<file path="src/rtl/crc_pkg.sv">
// Shared definitions for the CRC byte path: bus write-size encodings and
// the mapping from bus size to number of bytes.
package crc_pkg;

    localparam logic [1:0] WR_NONE = 2'b11;
    localparam logic [1:0] WR_BYTE = 2'b00;
    localparam logic [1:0] WR_HALF = 2'b01;
    localparam logic [1:0] WR_WORD = 2'b10;

    typedef logic [2:0] len_t;

    function automatic len_t size_to_len(input logic [1:0] size);
        len_t len;
        case (size)
            WR_BYTE: len = 3'd1;
            WR_HALF: len = 3'd2;
            WR_WORD: len = 3'd4;
            default: len = 3'd0;
        endcase
        return len;
    endfunction

endpackage

</file>
<file path="src/rtl/crc_word_unpacker.sv">
// Buffers 8/16/32-bit bus writes in a small slot ring and replays them as a
// byte stream with a valid/ready handshake, one byte per cycle.
module crc_word_unpacker
    import crc_pkg::*;
#(
    parameter int DEPTH_WORDS = 2,
    parameter bit MSB_FIRST   = 1'b0
) (
    input  logic        clk,
    input  logic        rst_n,
    input  logic [1:0]  wr_n,
    input  logic [31:0] wr_data,
    output logic        wr_ready,
    input  logic        flush,
    output logic        byte_valid,
    output logic [7:0]  byte_data,
    input  logic        byte_ready,
    output logic        busy,
    output logic [15:0] bytes_sent,
    output logic        overflow,
    input  logic        ovf_clr
);

    localparam int PW = $clog2(DEPTH_WORDS);
    localparam int CW = PW + 1;
    localparam logic [PW-1:0] PTR_ONE   = PW'(1);
    localparam logic [CW-1:0] CNT_ONE   = CW'(1);
    localparam logic [CW-1:0] CNT_FULL  = CW'(DEPTH_WORDS);

    logic [31:0]   slot_data_r [DEPTH_WORDS];
    len_t          slot_len_r  [DEPTH_WORDS];
    logic [PW-1:0] head_r;
    logic [PW-1:0] tail_r;
    logic [CW-1:0] count_r;
    logic [1:0]    idx_r;
    logic          valid_r;
    logic          ready_r;
    logic          busy_r;
    logic [15:0]   sent_r;
    logic          ovf_r;

    logic          accept_s;
    logic          xfer_s;
    logic          last_s;
    logic          pop_s;
    logic          ovf_set_s;
    len_t          head_len_s;
    logic [1:0]    sel_s;
    logic [CW-1:0] count_nxt_s;
    logic [7:0]    byte_data_s;

    assign accept_s   = (wr_n != WR_NONE) && ready_r && !flush;
    assign ovf_set_s  = (wr_n != WR_NONE) && !ready_r && !flush;
    assign xfer_s     = valid_r && byte_ready;
    assign head_len_s = slot_len_r[head_r];
    assign last_s     = ({1'b0, idx_r} == (head_len_s - 3'd1));
    assign pop_s      = xfer_s && last_s;

    // Byte lane select within the head slot; the 2-bit subtraction wraps so
    // a 4-byte slot maps idx 0..3 onto lanes 3..0.
    always_comb begin
        if (MSB_FIRST) begin
            sel_s = head_len_s[1:0] - 2'd1 - idx_r;
        end else begin
            sel_s = idx_r;
        end
    end

    // Output byte mux, forced to zero whenever nothing valid is presented.
    always_comb begin
        byte_data_s = 8'h00;
        if (valid_r) begin
            byte_data_s = slot_data_r[head_r][{sel_s, 3'b000} +: 8];
        end else begin
            byte_data_s = 8'h00;
        end
    end

    // Next occupancy; flush overrides any same-cycle push or pop.
    always_comb begin
        count_nxt_s = count_r;
        if (flush) begin
            count_nxt_s = '0;
        end else begin
            case ({accept_s, pop_s})
                2'b10:   count_nxt_s = count_r + CNT_ONE;
                2'b01:   count_nxt_s = count_r - CNT_ONE;
                default: count_nxt_s = count_r;
            endcase
        end
    end

    // Slot storage: written at the tail on every accepted write.
    always_ff @(posedge clk or negedge rst_n) begin
        if (!rst_n) begin
            for (int i = 0; i < DEPTH_WORDS; i++) begin
                slot_data_r[i] <= 32'h0000_0000;
                slot_len_r[i]  <= 3'd0;
            end
        end else if (accept_s) begin
            slot_data_r[tail_r] <= wr_data;
            slot_len_r[tail_r]  <= size_to_len(wr_n);
        end
    end

    // Pointers, byte index, counters and registered status outputs.
    always_ff @(posedge clk or negedge rst_n) begin
        if (!rst_n) begin
            head_r  <= '0;
            tail_r  <= '0;
            count_r <= '0;
            idx_r   <= 2'd0;
            valid_r <= 1'b0;
            ready_r <= 1'b1;
            busy_r  <= 1'b0;
            sent_r  <= 16'h0000;
            ovf_r   <= 1'b0;
        end else begin
            count_r <= count_nxt_s;
            valid_r <= (count_nxt_s != '0);
            busy_r  <= (count_nxt_s != '0);
            ready_r <= (count_nxt_s != CNT_FULL);
            if (flush) begin
                head_r <= '0;
                tail_r <= '0;
                idx_r  <= 2'd0;
                sent_r <= 16'h0000;
            end else begin
                if (accept_s) begin
                    tail_r <= tail_r + PTR_ONE;
                end
                if (xfer_s) begin
                    sent_r <= sent_r + 16'd1;
                    if (last_s) begin
                        idx_r  <= 2'd0;
                        head_r <= head_r + PTR_ONE;
                    end else begin
                        idx_r <= idx_r + 2'd1;
                    end
                end
            end
            // A new overflow event takes priority over a clear request.
            if (ovf_set_s) begin
                ovf_r <= 1'b1;
            end else if (ovf_clr) begin
                ovf_r <= 1'b0;
            end
        end
    end

    assign byte_valid = valid_r;
    assign byte_data  = byte_data_s;
    assign wr_ready   = ready_r;
    assign busy       = busy_r;
    assign bytes_sent = sent_r;
    assign overflow   = ovf_r;

endmodule

</file>
<file path="config.mk">
export PLATFORM = sky130hd
export DESIGN_NAME = crc_word_unpacker
export DESIGN_NICKNAME = d
export VERILOG_FILES = /design/src/rtl/crc_pkg.sv /design/src/rtl/crc_word_unpacker.sv
export SDC_FILE = /design/constraint.sdc
export NUM_CORES = 1
export LEC_CHECK = 0
export CELL_PAD_IN_SITES_DETAIL_PLACEMENT = 1
export CELL_PAD_IN_SITES_GLOBAL_PLACEMENT = 1
export CORE_ASPECT_RATIO = 0.6
export CORE_MARGIN = 8
export CORE_UTILIZATION = 44
export CTS_BUF_LIST = sky130_fd_sc_hd__clkbuf_4 sky130_fd_sc_hd__clkbuf_8
export CTS_CLUSTER_SIZE = 28
export DETAILED_ROUTE_END_ITERATION = 10
export MAX_ROUTING_LAYER = met4
export PLACE_DENSITY = 0.86
export SYNTH_ARGS = -nofsm -noshare
export SYNTH_HDL_FRONTEND = slang
export SYNTH_SLANG_ARGS = --single-unit
</file>
<file path="constraint.sdc">
create_clock -name clk -period 6.65 [get_ports clk]
set_clock_uncertainty 0.2 [all_clocks]
set_input_delay 1.33 -clock clk [delete_from_list [all_inputs] [get_ports clk]]
set_output_delay 1.33 -clock clk [all_outputs]
set_load 0.005 [all_outputs]
</file>
==> results of run 1 <==
==> cell type report <==
class                   count  area [um^2]  area share
flip-flops and latches     95         2379      0.4365
multi-input cells         206         1967      0.3610
repair buffers             69        680.7      0.1249
well taps                 135        168.9     0.03100
clock buffers              11        151.4     0.02778
clock inverters             5        80.08     0.01470
inverters                   6        22.52    0.004133
==> worst max-delay path: stages, from the launching register on <==
cell	delay [ns]
dfrtp_1	1.00
mux4_2	0.43
mux2i_1	0.09
nor2b_1	0.18
clkdlybuf4s50_1	0.53
==> Yosys cell counts, types with 2 or more instances <==
master,number,area share
mux4_2,16,0.081
nor4_1,4,0.0056
nor3_1,7,0.0079
buf_4,2,0.0034
or3_1,2,0.0028
xor2_1,3,0.0059
nand3b_1,2,0.0034
nor2_1,14,0.012
buf_2,7,0.0079
o21ai_0,4,0.0045
nand2b_1,4,0.0056
nand2_1,10,0.0084
buf_6,3,0.0076
or4_1,2,0.0034
xnor2_1,15,0.029
ha_1,3,0.0084
nand3_1,3,0.0034
inv_1,6,0.0050
nor2b_1,9,0.013
mux2i_1,13,0.029
clkbuf_1,4,0.0034
a21oi_1,7,0.0079
mux2_2,68,0.17
dfrtp_1,94,0.53
o31ai_1,3,0.0050
nand4_1,3,0.0042
==> cell usage in the layout (no fill, tap or decap), drive strengths merged, types with 3 or more instances in the layout <==
master / Yosys / layout
xor2: 3 / 3
nand4: 4 / 4
nand2b: 4 / 4
ha: 3 / 3
mux2: 68 / 68
clkbuf: 4 / 11
nor2: 15 / 15
o21ai: 4 / 4
mux4: 16 / 16
nor4: 4 / 4
a21oi: 7 / 7
nand2: 11 / 11
nor2b: 9 / 9
inv: 6 / 6
o31ai: 3 / 3
nand3: 4 / 4
nor3: 7 / 7
xnor2: 15 / 15
dfrtp: 94 / 94
mux2i: 13 / 13
buf: 12 / 4
or3: 4 / 4
clkdlybuf4s50: 0 / 65
==> flip-flops by register name (all words and copies together) (netlist names), 2 cells and up <==
| name | count |
|---|---|
| slot_data_r | 64 |
| bytes_sent | 16 |
| slot_len_r | 6 |
| count_r | 2 |
| idx_r | 2 |
==> through the flow <==
stage          cells  area [um^2]  power, W  hold slack [ns]
4_1_cts          527         5449  0.001667           0.3155
6_report         527         5449  0.001651           0.3076
3_3_place_gp     511         5218  0.001185           0.2618
5_1_grt          527         5449  0.001736           0.3286
3_5_place_dp     511         5218  0.001227           0.2937
2_1_floorplan    323         4462  0.001069           0.2496
==> logic make-up after synthesis <==
| logic type | after synthesis | share of synthesized area |
|---|---|---|
| multiplexers | 97 | 0.2815 |
| flip-flops | 95 | 0.5331 |
| AND/OR/NAND/NOR | 70 | 0.08974 |
| buffers and inverters | 22 | 0.02720 |
| AO/OA/AOI/OAI | 18 | 0.02468 |
| XOR/XNOR | 18 | 0.03534 |
| adder cells (fa/ha/maj) | 3 | 0.008414 |
==> layer usage <==
layer | global-route usage | part of all wire | vias to the layer above
met5 | - | 0 | -
met4 | 0.04433 | 0.0079 | 0
met3 | 0.05002 | 0.041 | 9
met2 | 0.2662 | 0.46 | 59
met1 | 0.2391 | 0.49 | 1526
li1 | - | - | 1289
==> power groups by stage <==
stage / clock network (W) / logic [W] / registers, W
CTS: 0.000447 / 0.000394 / 0.000826
floorplan: 0 / 0.000278 / 0.000790
global placement: 0 / 0.000366 / 0.000820
detailed placement: 0 / 0.000391 / 0.000837
global route: 0.000468 / 0.000422 / 0.000846
finish: 0.000435 / 0.000390 / 0.000826
==> worst paths after layout <==
check,slack (ns),to,cells after the start
min,0.31,slot_data_r[54],1
max in group asynchronous,4.37,slot_data_r[51],2
max reg2reg,3.00,busy,9
min in group asynchronous,0.65,bytes_sent[12],1
max,2.51,byte_data[1],4
min reg2reg,0.31,slot_data_r[54],1
==> results.txt, run 1 <==
Power Dens Cells -> 303.0 mW/mm^2
CTS tree -> done
Fin crit share -> 0.6219
Remaining DRCs -> 0
Syn_nets -> 365
Final WL -> 11,270 um
VDD IR max -> 120.3 uV
Pleak -> 2.134 nW
Layout fillers -> 993
Share of cells above drive strength 1 -> 0.2832
Crit path max fanout -> 21
Required time of the critical path -> 5.12 ns
Slew @ Worst Pin -> 1.128 ns
Status -> complete, no violations
Flops & latches, synth -> 95
Number of diodes -> 0
Final HPWL DP -> 7902 um
Hold Crit Start -> slot_data_r[54]
DR iter-0 viols -> 151
Die Area -> 0.01372 mm^2
Setup CP Type -> flop to output port
Final slew viol count -> 0
Number of global-route vias before repair -> 3,216
Unrepaired setup endpoints after global routing -> no
Asr flop ratio synth -> 1.000
Final Util -> 0.5515
Post-DRT Antenna Nets -> 0
Post-synth EDFFs -> 0
Clock buffer count from CTS -> 9
Cells resized by post-CTS repair -> 0
Synthesized area -> 0.004462 mm^2
Gr ovfl total -> 0
First-pass GRT wire length -> 18,510 um
Final worst path period need -> 4.136 ns
Final setup margin -> 2.514 ns
CP startpoint -> idx_r[0]
Crit path DAT -> 2.61 ns
Area Growth Syn to Fin -> 22.13%
Starting Density -> 0.4516
Final layout net count -> 429
Worst r2r src -> head_r
Cell Int Power -> 0.001199 W
Pin count of the biggest net entering global routing -> 70
Gate power share -> 0.236
Max Freq -> 0.2418 GHz
GP Congestion -> 0.7549
Avg Cell Area, Syn -> 13.81 um^2
1st-pass router iterations -> 4
Synth Flop Type -> dfrtp_1
Clk sink count -> 95
Sw Share -> 0.2740
Clock Power Share -> 0.263
Pre-CTS WS -> 2.341 ns
Max cap viols -> 0
Per-cell routed wire length -> 21.38 um
Port buffer count -> 66
Row count -> 28
Clk_lat worst skew -> 0.37 ns
Setup TNS -> 0 ns
H-tree depth -> 3
Yosys Warn Count -> 0
Die width -> 146 um
Sequential share of power -> 0.500
I/O pin count -> 67
Final hold vios -> 0
Clock transition at path regs -> 0.09 ns
Switching Power -> 0.0004524 W
Rel. slew slack -> 0.2464
Via Count -> 2,883
Register area share after synthesis -> 0.5331
Routed vias/inst -> 5.471
Die height -> 94 um
Crit. End Element -> output port
Root buf cell -> clkbuf_8
Total track usage -> 0.1791
Final setup viols -> 0
Startpoint Class -> flop
Min-Delay Path Class -> flop to flop
CTS Hold Bufs -> 0
Synthesized instance count -> 323
Core region area -> 0.009879 mm^2
Initial antenna violation count -> 0
Clock buffer depth -> 2
Yosys cell types -> 41
Setup bufs post-CTS -> 0
Power figures use the tool's default switching activity.
==> run 2: changes to the inputs <==
--- a/config.mk
+++ b/config.mk
@@ -9,12 +9,12 @@
 export CELL_PAD_IN_SITES_GLOBAL_PLACEMENT = 1
 export CORE_ASPECT_RATIO = 0.6
 export CORE_MARGIN = 8
-export CORE_UTILIZATION = 44
+export CORE_UTILIZATION = 41
 export CTS_BUF_LIST = sky130_fd_sc_hd__clkbuf_4 sky130_fd_sc_hd__clkbuf_8
 export CTS_CLUSTER_SIZE = 28
 export DETAILED_ROUTE_END_ITERATION = 10
 export MAX_ROUTING_LAYER = met4
-export PLACE_DENSITY = 0.86
+export PLACE_DENSITY = 0.85
 export SYNTH_ARGS = -nofsm -noshare
 export SYNTH_HDL_FRONTEND = slang
 export SYNTH_SLANG_ARGS = --single-unit
==> constraint.sdc (replaced) <==
create_clock -name clk -period 3.6 [get_ports clk]
set_clock_uncertainty 0.2 [all_clocks]
set_input_delay 0.72 -clock clk [delete_from_list [all_inputs] [get_ports clk]]
set_output_delay 0.72 -clock clk [all_outputs]
set_load 0.005 [all_outputs]
==> run 2 against run 1 <==
Compared with the run above: sequential power rose by 83%; largest cell class unchanged; first-iteration DRC count fell by 38%; register-to-register slack got worse by 2.5 ns; critical path type unchanged; die area rose by 6.3%; highest routed layer unchanged.
==> results.txt, run 2 (synthesis results as in run 1) <==
Die Area -> 0.01459 mm^2
Required time of the critical path -> 2.68 ns
Pin count of the biggest net entering global routing -> 96
DR iter-0 viols -> 93
Number of global-route vias before repair -> 3,250
GP Congestion -> 0.7470
First-pass GRT wire length -> 18,050 um
Slew @ Worst Pin -> 0.5311 ns
Final setup viols -> 0
Cells resized by post-CTS repair -> 0
Number of diodes -> 0
Inst Count DP -> 522
CP max stage delay -> 0.60 ns
Die height -> 96.81 um
R2R depth -> 9
Final hold vios -> 0
Hold_ws -> 0.1822 ns
Share of cells above drive strength 1 -> 0.2957
Final Util -> 0.5216
I/O pin count -> 67
Max Freq -> 0.2994 GHz
Final setup margin -> 0.2594 ns
Final worst path period need -> 3.341 ns
Area Growth Syn to Fin -> 23.86%
Setup bufs post-CTS -> 0
Die width -> 150.7 um
Clk sink count -> 95
VDD IR max -> 263.6 uV
Crit-path cells -> buf_4, mux4_2, mux2i_1, nor2b_1, clkdlybuf4s50_1
Root buf cell -> clkbuf_8
Via Count -> 2,861
Clock transition at path regs -> 0.09 ns
Finished Layout Cells -> 538
Initial antenna violation count -> 0
Post-DRT Antenna Nets -> 0
Power Dens Cells -> 551.1 mW/mm^2
Fin crit share -> 0.9279
Commonest non-fill, non-tap cell in the layout -> dfrtp_1
Total track usage -> 0.1616
Top Family by Delay on Critical Path -> buffers and inverters
Setup TNS -> 0 ns
CTS Hold Bufs -> 0
Final slew viol count -> 0
H-tree depth -> 3
CTS tree -> done
Final WL -> 10,920 um
Slowest cell on crit path -> dfrtp_1
Largest Register -> slot_data_r
Starting Density -> 0.4211
Setup CP Type -> flop to output port
Layout fillers -> 1,051
Remaining DRCs -> 0
Unrepaired setup endpoints after global routing -> no
Row count -> 29
Most frequent cells in the layout -> 94 x dfrtp_1, 68 x mux2_2, 65 x clkdlybuf4s50_1
Clk_lat worst skew -> 0.36 ns
Final layout net count -> 436
Per-cell routed wire length -> 20.29 um
Crit path DAT -> 2.42 ns
Rel. slew slack -> 0.6460
Core region area -> 0.01060 mm^2
Number of cells on the critical path -> 5
Clock buffer count from CTS -> 9
Crit path max fanout -> 9
Startpoint Class -> flop
Largest register FFs -> 64
WP buf/inv -> 2
Min-Delay Path Class -> input pin to async pin
Port buffer count -> 66
Gr ovfl total -> 0
Pre-CTS WS -> 0.3856 ns
Max cap viols -> 0
Status -> complete, no violations
Crit. End Element -> output port
Routed vias/inst -> 5.318
1st-pass router iterations -> 4
Pleak -> 2.179 nW
Final HPWL DP -> 7958 um
Clock buffer depth -> 2
[run 2: cell count changes in the layout (fill, tap and decap cells not counted), sizes merged]
cell and delta:
clkinvlp -1, clkinv +1, buf +7
[run 2: layout make-up]
cell class                 count  area (um^2)  area share
sequential                    95         2379      0.4304
multi-input combinational    206         1967      0.3559
timing repair buffer          76        758.2      0.1372
tap                          139        173.9     0.03147
clock buffer                  11        145.1     0.02626
clock inverter                 5        81.33     0.01472
inverter                       6        22.52    0.004075
[run 2: metal layers]
layer  GRT usage  wire (um)  vias to the layer above
met5           -          0                        -
met4     0.03179         63                        0
met3     0.03953        368                        7
met2      0.2516       5230                       46
met1      0.2116       5255                     1509
li1            -          -                     1299
[run 2: report_power, final]
part / internal (W) / leakage [nW] / switching [W]
logic: 0.000453 / 0.896 / 0.000289
clock network: 0.000418 / 0.113 / 0.000370
registers: 0.00135 / 1.17 / 0.000166
total: 0.00222 / 2.18 / 0.000826
[run 2: per-stage QoR]
step / cell area, um^2 / total power (W)
3_5_place_dp: 5300 / 0.002288
5_1_grt: 5527 / 0.003218
3_3_place_gp: 5300 / 0.002205
6_report: 5527 / 0.003045
4_1_cts: 5527 / 0.003084
2_1_floorplan: 4462 / 0.001974
[run 2: worst paths after layout]
| kind | from | end | slack (ns) |
|---|---|---|---|
| max | head_r | byte_data[4] | 0.26 |
| min | rst_n | bytes_sent[14] | 0.18 |
| max reg2reg | head_r | busy | 0.50 |
| min reg2reg | slot_len_r[2] | slot_len_r[2] | 0.29 |
| max in group asynchronous | rst_n | wr_ready | 2.59 |
| min in group clk | slot_len_r[2] | slot_len_r[2] | 0.29 |
